$ cat src/rtl/cv32e40p_ahb_pkg.sv
// Shared AHB-Lite encodings and the OBI byte-enable to HSIZE/offset translation
// used by the CV32E40P OBI-to-AHB bridge.
package cv32e40p_ahb_pkg;

  typedef enum logic [1:0] {
    HTRANS_IDLE   = 2'b00,
    HTRANS_BUSY   = 2'b01,
    HTRANS_NONSEQ = 2'b10,
    HTRANS_SEQ    = 2'b11
  } htrans_e;

  typedef enum logic [2:0] {
    HSIZE_BYTE = 3'b000,
    HSIZE_HALF = 3'b001,
    HSIZE_WORD = 3'b010
  } hsize_e;

  typedef enum logic [2:0] {
    HBURST_SINGLE = 3'b000,
    HBURST_INCR   = 3'b001
  } hburst_e;

  typedef enum logic {
    DP_IDLE,
    DP_BUSY
  } dp_state_e;

  localparam logic [3:0] HPROT_OPCODE = 4'b0010;
  localparam logic [3:0] HPROT_DATA   = 4'b0011;

  typedef struct packed {
    hsize_e     size;
    logic [1:0] offset;
  } be_xlat_t;

  // Patterns that are not a natural byte/half/word lane set go out as an aligned word.
  function automatic be_xlat_t be_to_size(input logic [3:0] be);
    be_xlat_t r;
    r.size   = HSIZE_WORD;
    r.offset = 2'b00;
    case (be)
      4'b0011: begin r.size = HSIZE_HALF; r.offset = 2'b00; end
      4'b1100: begin r.size = HSIZE_HALF; r.offset = 2'b10; end
      4'b0001: begin r.size = HSIZE_BYTE; r.offset = 2'b00; end
      4'b0010: begin r.size = HSIZE_BYTE; r.offset = 2'b01; end
      4'b0100: begin r.size = HSIZE_BYTE; r.offset = 2'b10; end
      4'b1000: begin r.size = HSIZE_BYTE; r.offset = 2'b11; end
      default: begin r.size = HSIZE_WORD; r.offset = 2'b00; end
    endcase
    return r;
  endfunction

endpackage

$ cat src/rtl/cv32e40p_rr_arbiter.sv
// Request arbiter: fixed priority (MODE 0, lowest index wins) or round robin
// (MODE 1, first requester at/after a pointer that moves past each granted port).
module cv32e40p_rr_arbiter #(
  parameter int unsigned NUM_PORTS = 2,
  parameter int unsigned MODE      = 0,
  localparam int unsigned IDX_W    = (NUM_PORTS > 1) ? $clog2(NUM_PORTS) : 1
) (
  input  logic                 clk_i,
  input  logic                 rst_i,
  input  logic [NUM_PORTS-1:0] req_i,
  input  logic                 advance_i,
  output logic [NUM_PORTS-1:0] sel_o,
  output logic [IDX_W-1:0]     sel_idx_o,
  output logic                 valid_o
);

  logic [IDX_W-1:0] ptr_q, ptr_d;
  logic [IDX_W-1:0] cand;
  int unsigned      base;

  always_comb begin
    sel_o     = '0;
    sel_idx_o = '0;
    valid_o   = 1'b0;
    cand      = '0;
    base      = (MODE == 1) ? 32'(ptr_q) : 0;
    for (int unsigned i = 0; i < NUM_PORTS; i++) begin
      cand = IDX_W'((base + i) % NUM_PORTS);
      if (!valid_o && req_i[cand]) begin
        sel_o[cand] = 1'b1;
        sel_idx_o   = cand;
        valid_o     = 1'b1;
      end
    end
  end

  always_comb begin
    ptr_d = ptr_q;
    if ((MODE == 1) && advance_i && valid_o) begin
      ptr_d = (sel_idx_o == IDX_W'(NUM_PORTS - 1)) ? '0 : sel_idx_o + 1'b1;
    end
  end

  always_ff @(posedge clk_i or posedge rst_i) begin
    if (rst_i) ptr_q <= '0;
    else       ptr_q <= ptr_d;
  end

endmodule

$ cat src/rtl/cv32e40p_obi_ahb_bridge.sv
// Multi-port OBI request/grant/rvalid to single AHB-Lite master bridge with
// arbitration, pipelined address/data phases, wait states and error responses.
module cv32e40p_obi_ahb_bridge
  import cv32e40p_ahb_pkg::*;
#(
  parameter int unsigned          NUM_PORTS       = 2,
  parameter int unsigned          ADDR_WIDTH      = 32,
  parameter int unsigned          DATA_WIDTH      = 32,
  parameter int unsigned          ARB_MODE        = 0,
  parameter logic [NUM_PORTS-1:0] INSTR_PORT_MASK = 'b01
) (
  input  logic                            clk_i,
  input  logic                            rst_i,
  input  logic [NUM_PORTS-1:0]            req_i,
  output logic [NUM_PORTS-1:0]            gnt_o,
  input  logic [NUM_PORTS*ADDR_WIDTH-1:0] addr_i,
  input  logic [NUM_PORTS-1:0]            we_i,
  input  logic [NUM_PORTS*4-1:0]          be_i,
  input  logic [NUM_PORTS*DATA_WIDTH-1:0] wdata_i,
  output logic [NUM_PORTS-1:0]            rvalid_o,
  output logic [NUM_PORTS*DATA_WIDTH-1:0] rdata_o,
  output logic [NUM_PORTS-1:0]            err_o,
  output logic [ADDR_WIDTH-1:0]           haddr_o,
  output logic [1:0]                      htrans_o,
  output logic                            hwrite_o,
  output logic [2:0]                      hsize_o,
  output logic [2:0]                      hburst_o,
  output logic [3:0]                      hprot_o,
  output logic [DATA_WIDTH-1:0]           hwdata_o,
  input  logic [DATA_WIDTH-1:0]           hrdata_i,
  input  logic                            hready_i,
  input  logic                            hresp_i
);

  localparam int unsigned IDX_W = (NUM_PORTS > 1) ? $clog2(NUM_PORTS) : 1;

  logic [NUM_PORTS-1:0] arb_req, arb_sel;
  logic [IDX_W-1:0]     arb_idx;
  logic                 arb_valid;
  logic                 nonseq, fire;

  logic                 lock_q, lock_d;
  logic [IDX_W-1:0]     lock_idx_q, lock_idx_d;

  logic [ADDR_WIDTH-1:0] sel_addr;
  be_xlat_t              xlat;

  logic [ADDR_WIDTH-1:0] haddr_q, haddr_d;
  logic                  hwrite_q, hwrite_d;
  hsize_e                hsize_q, hsize_d;
  logic [3:0]            hprot_q, hprot_d;

  dp_state_e             dp_state_q, dp_state_d;
  logic [IDX_W-1:0]      dp_port_q, dp_port_d;
  logic                  dp_we_q, dp_we_d;
  logic [DATA_WIDTH-1:0] dp_wdata_q, dp_wdata_d;

  logic [NUM_PORTS-1:0]            rvalid_q, rvalid_d;
  logic [NUM_PORTS-1:0]            err_q, err_d;
  logic [NUM_PORTS*DATA_WIDTH-1:0] rdata_q, rdata_d;

  // A stalled NONSEQ must keep its address, so only the locked port is offered to the arbiter.
  always_comb begin
    arb_req = '0;
    for (int unsigned i = 0; i < NUM_PORTS; i++) begin
      arb_req[i] = lock_q ? (IDX_W'(i) == lock_idx_q) : req_i[i];
    end
  end

  cv32e40p_rr_arbiter #(
    .NUM_PORTS (NUM_PORTS),
    .MODE      (ARB_MODE)
  ) u_arbiter (
    .clk_i     (clk_i),
    .rst_i     (rst_i),
    .req_i     (arb_req),
    .advance_i (fire),
    .sel_o     (arb_sel),
    .sel_idx_o (arb_idx),
    .valid_o   (arb_valid)
  );

  // Both ERROR cycles drive IDLE; the pending request is re-presented afterwards.
  assign nonseq   = arb_valid & ~hresp_i & ~rst_i;
  assign fire     = nonseq & hready_i;
  assign gnt_o    = fire ? arb_sel : '0;
  assign sel_addr = addr_i[arb_idx*ADDR_WIDTH +: ADDR_WIDTH];
  assign xlat     = be_to_size(be_i[arb_idx*4 +: 4]);

  always_comb begin
    lock_d     = nonseq & ~hready_i;
    lock_idx_d = arb_idx;
    haddr_d    = haddr_q;
    hwrite_d   = hwrite_q;
    hsize_d    = hsize_q;
    hprot_d    = hprot_q;
    if (nonseq) begin
      haddr_d  = (sel_addr & ~ADDR_WIDTH'(3)) | ADDR_WIDTH'(xlat.offset);
      hwrite_d = we_i[arb_idx];
      hsize_d  = xlat.size;
      hprot_d  = INSTR_PORT_MASK[arb_idx] ? HPROT_OPCODE : HPROT_DATA;
    end
  end

  assign htrans_o = nonseq ? HTRANS_NONSEQ : HTRANS_IDLE;
  assign haddr_o  = haddr_d;
  assign hwrite_o = hwrite_d;
  assign hsize_o  = hsize_d;
  assign hburst_o = HBURST_SINGLE;
  assign hprot_o  = hprot_d;
  assign hwdata_o = dp_wdata_q;

  always_comb begin
    dp_state_d = dp_state_q;
    dp_port_d  = dp_port_q;
    dp_we_d    = dp_we_q;
    dp_wdata_d = dp_wdata_q;
    rvalid_d   = '0;
    err_d      = '0;
    rdata_d    = rdata_q;
    if (hready_i) begin
      if (dp_state_q == DP_BUSY) begin
        rvalid_d[dp_port_q] = 1'b1;
        err_d[dp_port_q]    = hresp_i;
        rdata_d[dp_port_q*DATA_WIDTH +: DATA_WIDTH] = dp_we_q ? '0 : hrdata_i;
      end
      if (fire) begin
        dp_state_d = DP_BUSY;
        dp_port_d  = arb_idx;
        dp_we_d    = we_i[arb_idx];
        dp_wdata_d = wdata_i[arb_idx*DATA_WIDTH +: DATA_WIDTH];
      end else begin
        dp_state_d = DP_IDLE;
      end
    end
  end

  always_ff @(posedge clk_i or posedge rst_i) begin
    if (rst_i) begin
      lock_q     <= 1'b0;
      lock_idx_q <= '0;
      haddr_q    <= '0;
      hwrite_q   <= 1'b0;
      hsize_q    <= HSIZE_BYTE;
      hprot_q    <= '0;
      dp_state_q <= DP_IDLE;
      dp_port_q  <= '0;
      dp_we_q    <= 1'b0;
      dp_wdata_q <= '0;
      rvalid_q   <= '0;
      err_q      <= '0;
      rdata_q    <= '0;
    end else begin
      lock_q     <= lock_d;
      lock_idx_q <= lock_idx_d;
      haddr_q    <= haddr_d;
      hwrite_q   <= hwrite_d;
      hsize_q    <= hsize_d;
      hprot_q    <= hprot_d;
      dp_state_q <= dp_state_d;
      dp_port_q  <= dp_port_d;
      dp_we_q    <= dp_we_d;
      dp_wdata_q <= dp_wdata_d;
      rvalid_q   <= rvalid_d;
      err_q      <= err_d;
      rdata_q    <= rdata_d;
    end
  end

  assign rvalid_o = rvalid_q;
  assign err_o    = err_q;
  assign rdata_o  = rdata_q;

endmodule

$ cat config.mk
export PLATFORM = sky130hd
export DESIGN_NAME = cv32e40p_obi_ahb_bridge
export DESIGN_NICKNAME = d
export VERILOG_FILES = /design/src/rtl/cv32e40p_ahb_pkg.sv /design/src/rtl/cv32e40p_rr_arbiter.sv /design/src/rtl/cv32e40p_obi_ahb_bridge.sv
export SDC_FILE = /design/constraint.sdc
export NUM_CORES = 1
export LEC_CHECK = 0
export CAP_MARGIN = 10
export CORE_ASPECT_RATIO = 1.25
export CORE_MARGIN = 3
export CORE_UTILIZATION = 41
export DETAILED_ROUTE_END_ITERATION = 8
export PLACE_DENSITY = 0.81
export REMOVE_ABC_BUFFERS = 1
export SLEW_MARGIN = 0
export SYNTH_ARGS = -nofsm -noshare
export SYNTH_HDL_FRONTEND = slang
export SYNTH_SLANG_ARGS = --single-unit
$ cat constraint.sdc
create_clock -name clk_i -period 5.1 [get_ports clk_i]
set_input_delay 0.765 -clock clk_i [delete_from_list [all_inputs] [get_ports clk_i]]
set_output_delay 0.765 -clock clk_i [all_outputs]
set_load 0.02 [all_outputs]
# Yosys cells after proc, flatten, opt, wreduce, memory -nomap -nowiden
# Index checks and enable logic that the tools add are counted.
# W data, S select, Z words.
# op_classes
addsub,1
magnitude_cmp,3
eq_ne,6
shifts,5
mux,26
bitwise,10
reduce_logical,5
# op_table
cell,n
$shiftx A64 B7 Y32,2
$bwmux W64,1
$mux W32,2
$shift A32 B34 Y64 const A,1
$shiftx A32 B34 Y64,1
$neg A6 Y34,1
$or A32 B2 Y32,1
$pmux W4 S6,1
$mux W1,13
$mux W2,6
$eq A4 B2 Y1 const B,2
$eq A4 B4 Y1 const B,2
$shiftx A8 B4 Y4,1
$and A1 B1 Y1,4
$eq A4 B1 Y1 const B,1
$eq A4 B3 Y1 const B,1
$lt A1 B2 Y1 const B,2
$mux W4,1
$not A1 Y1,4
$reduce_and A2 Y1,2
$mux W3,1
$and A2 B2 Y2,1
$logic_and A1 B1 Y1,2
$demux W1 S1,1
other kinds (2),2
# totals
reg_bits,145
output_inout_bits,147

# Depth between registers and ports, before layout
# logic_depth
ltp_word,11
depth_mapped,7

# Modules after synthesis
# A second synthesis with hierarchy kept.
# unflattened
hier_cells,597
area_unflattened_um2,6312.3
# by_module_without_submodules
module,n_inst,cells_each,area_per_inst_um2,seq_area_each_um2
cv32e40p_obi_ahb_bridge,1,593,6284.8,3628.5
cv32e40p_rr_arbiter,1,4,27.5,0.0

# Worst setup path before layout
# OpenSTA, ideal clock, no wires.
# synth_timing
path_kind,input-to-output
start,in hresp_i
end,out hsize_o[0]
arrival_ps,1891
setup_slack_ps,2444
cell_stages,4
path_cell_list,nor2_1 nand2_1 buf_4 o31ai_1
# synth_between
elab_chain_len,4
# synth_rtl
element,line,text
"start, declared",cv32e40p_obi_ahb_bridge.sv:32,input logic hresp_i
$not A1 Y1,cv32e40p_obi_ahb_bridge.sv:84,assign nonseq = arb_valid & ~hresp_i & ~rst_i;
$and A1 B1 Y1 (2 in a row),cv32e40p_obi_ahb_bridge.sv:84,
$mux W3,cv32e40p_obi_ahb_bridge.sv:97,if (nonseq) begin
"end, declared",cv32e40p_obi_ahb_bridge.sv:26,"output logic [2:0] hsize_o,"
# Every way passes these cells.

# Worst setup path after layout
# layout_timing
start,in req_i[0]
end,out hsize_o[0]
# layout_between
elab_chain_len,9
# layout_rtl
element,line,text
"start, declared",cv32e40p_obi_ahb_bridge.sv:14,"input logic [NUM_PORTS-1:0] req_i,"
$mux W1 (*),cv32e40p_obi_ahb_bridge.sv:66,arb_req[i] = lock_q ? (IDX_W'(i) == lock_idx_q) : req_i[i];
$mux W1 (*),cv32e40p_rr_arbiter.sv:29,if (!valid_o && req_i[cand]) begin
$logic_not A1 Y1,cv32e40p_rr_arbiter.sv:29,
$logic_and A1 B1 Y1,cv32e40p_rr_arbiter.sv:29,
$mux W1,cv32e40p_rr_arbiter.sv:29,
$shiftx A8 B4 Y4,cv32e40p_obi_ahb_bridge.sv:88,assign xlat = be_to_size(be_i[arb_idx*4 +: 4]);
"$eq A4 B4 Y1, or another cell as far along",cv32e40p_ahb_pkg.sv:41,case (be)
$pmux W4 S6,cv32e40p_ahb_pkg.sv:41,
$mux W3 (*),cv32e40p_obi_ahb_bridge.sv:97,
# Every way passes the cells marked *; elsewhere a longest branch is shown, timed or not.

==> summary.txt <==
Run status
  • Status: complete, no violations

Synth
  • Largest family of logic cells by synthesized area: simple AND/OR/NAND/NOR gates
  • Xor and xnor fraction of the mapped netlist area: 0.005410
  • Yosys warning count: 0
  • Area share of the largest cell type after synthesis: 0.5603
  • Post-Synth Adder-Cell Area: 0
  • Synth area leader: dfrtp_1
  • Complex-gate fraction of the synthesized area: 0.1501
  • Cells after synthesis: 632
  • Post-synthesis sequential area ratio: 0.5603
  • Simple-Gate Fraction of Synth Area: 0.1845
  • Synthesized area per cell: 10.25 um2
  • Mux contribution to synthesized area: 0.05100
  • Synth area leaders: dfrtp_1, nand2_1, a31oi_2, mux2i_1, o21ai_0
  • Unique cell type count in the Yosys netlist: 33
  • FF+latch count, synth: 145
  • Post-Syn Area: 6476 um2

Detailed routing
  • Final wirelength: 18180 um
  • DR pass1 iterations: 4
  • Final ANT Viol Nets: 0
  • WL/cell: 15.83 um
  • Vias: 5466
  • Vias/cell: 4.757
  • DR iter-0 viols: 309
  • DRC: 0

CTS
  • Post-CTS sizing: 0
  • Post-CTS setup buffers: 0
  • Clock Tree Buf Depth: 2
  • Hold buffer count at cts: 0
  • CTS root buffer: clkbuf_16
  • Clock Sink Count: 145
  • CTS H-tree lvls: 4
  • Number of CTS-inserted buffers: 17
  • Clock slew at reported path FFs: 0.06 ns
  • CTS tree: done
  • Worst-Skew Late Latency: 0.42 ns

Floorplanning
  • Die Wd: 118.4 um
  • # rows: 50
  • Core Region: 15200 um2
  • Die footprint: 17350 um2
  • Top Ports: 323
  • Initial core utilization: 0.4260
  • Die Span Y: 146.5 um

Global routing
  • GRT Util Overall: 0.2117
  • Total grt overflow: 0
  • Initial antenna violation count: 0
  • First-pass GRT wire length: 29280 um
  • Vias in the first global route: 5533
  • Largest net degree at the start of global routing: 100

Cells and area
  • Synthesis-to-layout area growth: 58.40%
  • FF+latch area: 3628 um2
  • N_diodes: 0
  • FILL cells: 1216
  • Multi-input gate area: 2560 um2
  • Layout Cells excl Fill: 1149
  • Final net count: 1104
  • Layout cells sized above 1: 0.1137

Worst setup path
  • Critical R2R Launch: lock_q
  • Crit path launch type: input pin
  • Crit end category: primary output
  • CP max FO: 66
  • Worst R2R Path Depth: 5
  • Critical path type: in -> out
  • Reg2reg end: hwdata_o[28]
  • Critical Path AT: 3.40 ns
  • CP required: 4.34 ns
  • Flop2flop setup slack: 3.02 ns

Placement
  • Routability cong.: 0.8021
  • DP HPWL: 13150 um
  • Dpl cells: 1117
  • IO buf count: 314

Timing
  • Final TNS setup: 0 ns
  • Fmax: 239.9 MHz
  • Worst-Margin Slew: 1.059 ns
  • Worst Skew: 0.01003 ns
  • Final setup viols: 0
  • Final Critical Period: 4.168 ns
  • Slew Viols, Final: 0
  • Slew Limit Headroom: 0.2918
  • RSZ-0062 raised after global routing: no
  • Final hold violations: 0
  • Final worst-path cycle share: 0.8173

Pwr
  • Max VDD drop: 0.1888 mV
  • PD cells: 413.2 nW/um2
  • P_leak: 0.004437 uW

Hold path
  • Hold path depth: 1
  • Hold wc startpoint: hprot_q[1]
  • Worst Hold Class: reg -> reg
  • Worst Hold End: hprot_q[1]

Flow run
  • Max-cap check violation count: 0
[cell usage in the layout (no fill, tap or decap), drive strengths merged, types with 8 or more instances in the layout]
master         synthesis  layout
nor2                  42      42
a31oi                 33      33
inv                    8      15
clkdlybuf4s50          0     314
dfrtp                145     145
clkbuf                21      18
o21ai                 98      98
nand2                163     163
buf                   27       8
nand2b                34      34
mux2i                 33      33
[power breakdown]
group,internal (uW),switching [uW]
Sequential,1420,158
Clock,649,521
Combinational,746,747
Total,2810,1430
[worst max-delay path: stages]
cell and delay [ns]:
clkdlybuf4s50_1 0.50, nor2_1 0.07, a22oi_2 0.18, buf_4 0.69, a311oi_1 0.09, o31ai_1 0.32
clkdlybuf4s50_1 0.68
[per-stage QoR]
step | power, uW | setup WS (ns) | hold slack (ns) | cell area (um2) | utilization
global placement | 3072 | 0.9296 | 0.4477 | 9699 | 0.6380
floorplan | 2294 | 0.08749 | 0.4627 | 6206 | -
CTS | 4288 | 0.9281 | 0.4668 | 10260 | 0.6748
global route | 4463 | 0.7152 | 0.5031 | 10260 | 0.6748
finish | 4238 | 0.9315 | 0.4675 | 10260 | 0.6748
detailed placement | 3101 | 0.9402 | 0.4483 | 9699 | 0.6380
[sequential cells by signal, indices dropped and copies added, names as in the netlist]
name        flops
lock_idx_q      1
err_o           2
hwdata_o       32
hwrite_q        1
rdata_o        64
dp_port_q       1
dp_we_q         1
haddr_q        32
dp_state_q      1
hsize_q         3
hprot_q         4
rvalid_o        2
lock_q          1
[worst max path at each step]
stage,start,to,slack (ns),depth (start not counted)
6_report,req_i[0],hsize_o[0],0.93,7
5_1_grt,req_i[0],hsize_o[0],0.72,7
4_1_cts,req_i[0],hsize_o[0],0.93,7
3_5_place_dp,req_i[0],haddr_o[20],0.94,7
3_3_place_gp,req_i[0],haddr_o[20],0.93,7
2_1_floorplan,req_i[0],haddr_o[0],0.09,5
[cells in the mapped netlist (all sizes together)]
library cell	n
o31a	1
nand2b	34
buf	27
a31oi	33
a21oi	1
or3	1
o211ai	1
nor4	2
a22oi	1
and2	3
mux2i	33
nor2	42
xnor2	4
o31ai	1
a311oi	2
clkbuf	21
dfrtp	145
and3	4
inv	8
a22o	1
conb	1
a21o	1
o21ai	98
nand2	163
nand3	2
nand3b	2
[cells by family after synthesis]
group           count (synthesis)
compound gates                140
xor+xnor                        4
buf+inv                        56
flops                         145
mux                            33
other cells                     1
simple gates                  253
[area by class of cell]
cell class / instances / area share
Clock inverter: 14 / 0.01171
Tap cell: 208 / 0.02537
Clock buffer: 18 / 0.04281
Inverter: 8 / 0.003415
Multi-Input combinational cell: 434 / 0.2495
Timing Repair Buffer: 322 / 0.3135
Sequential cell: 145 / 0.3537
[metal layers]
metal  part of all wire  track usage
met1               0.39       0.2405
met3              0.079      0.07555
met5                  0            0
met4              0.013      0.05623
met2               0.52       0.3777
No activity file was read; power rests on OpenSTA's default activity.
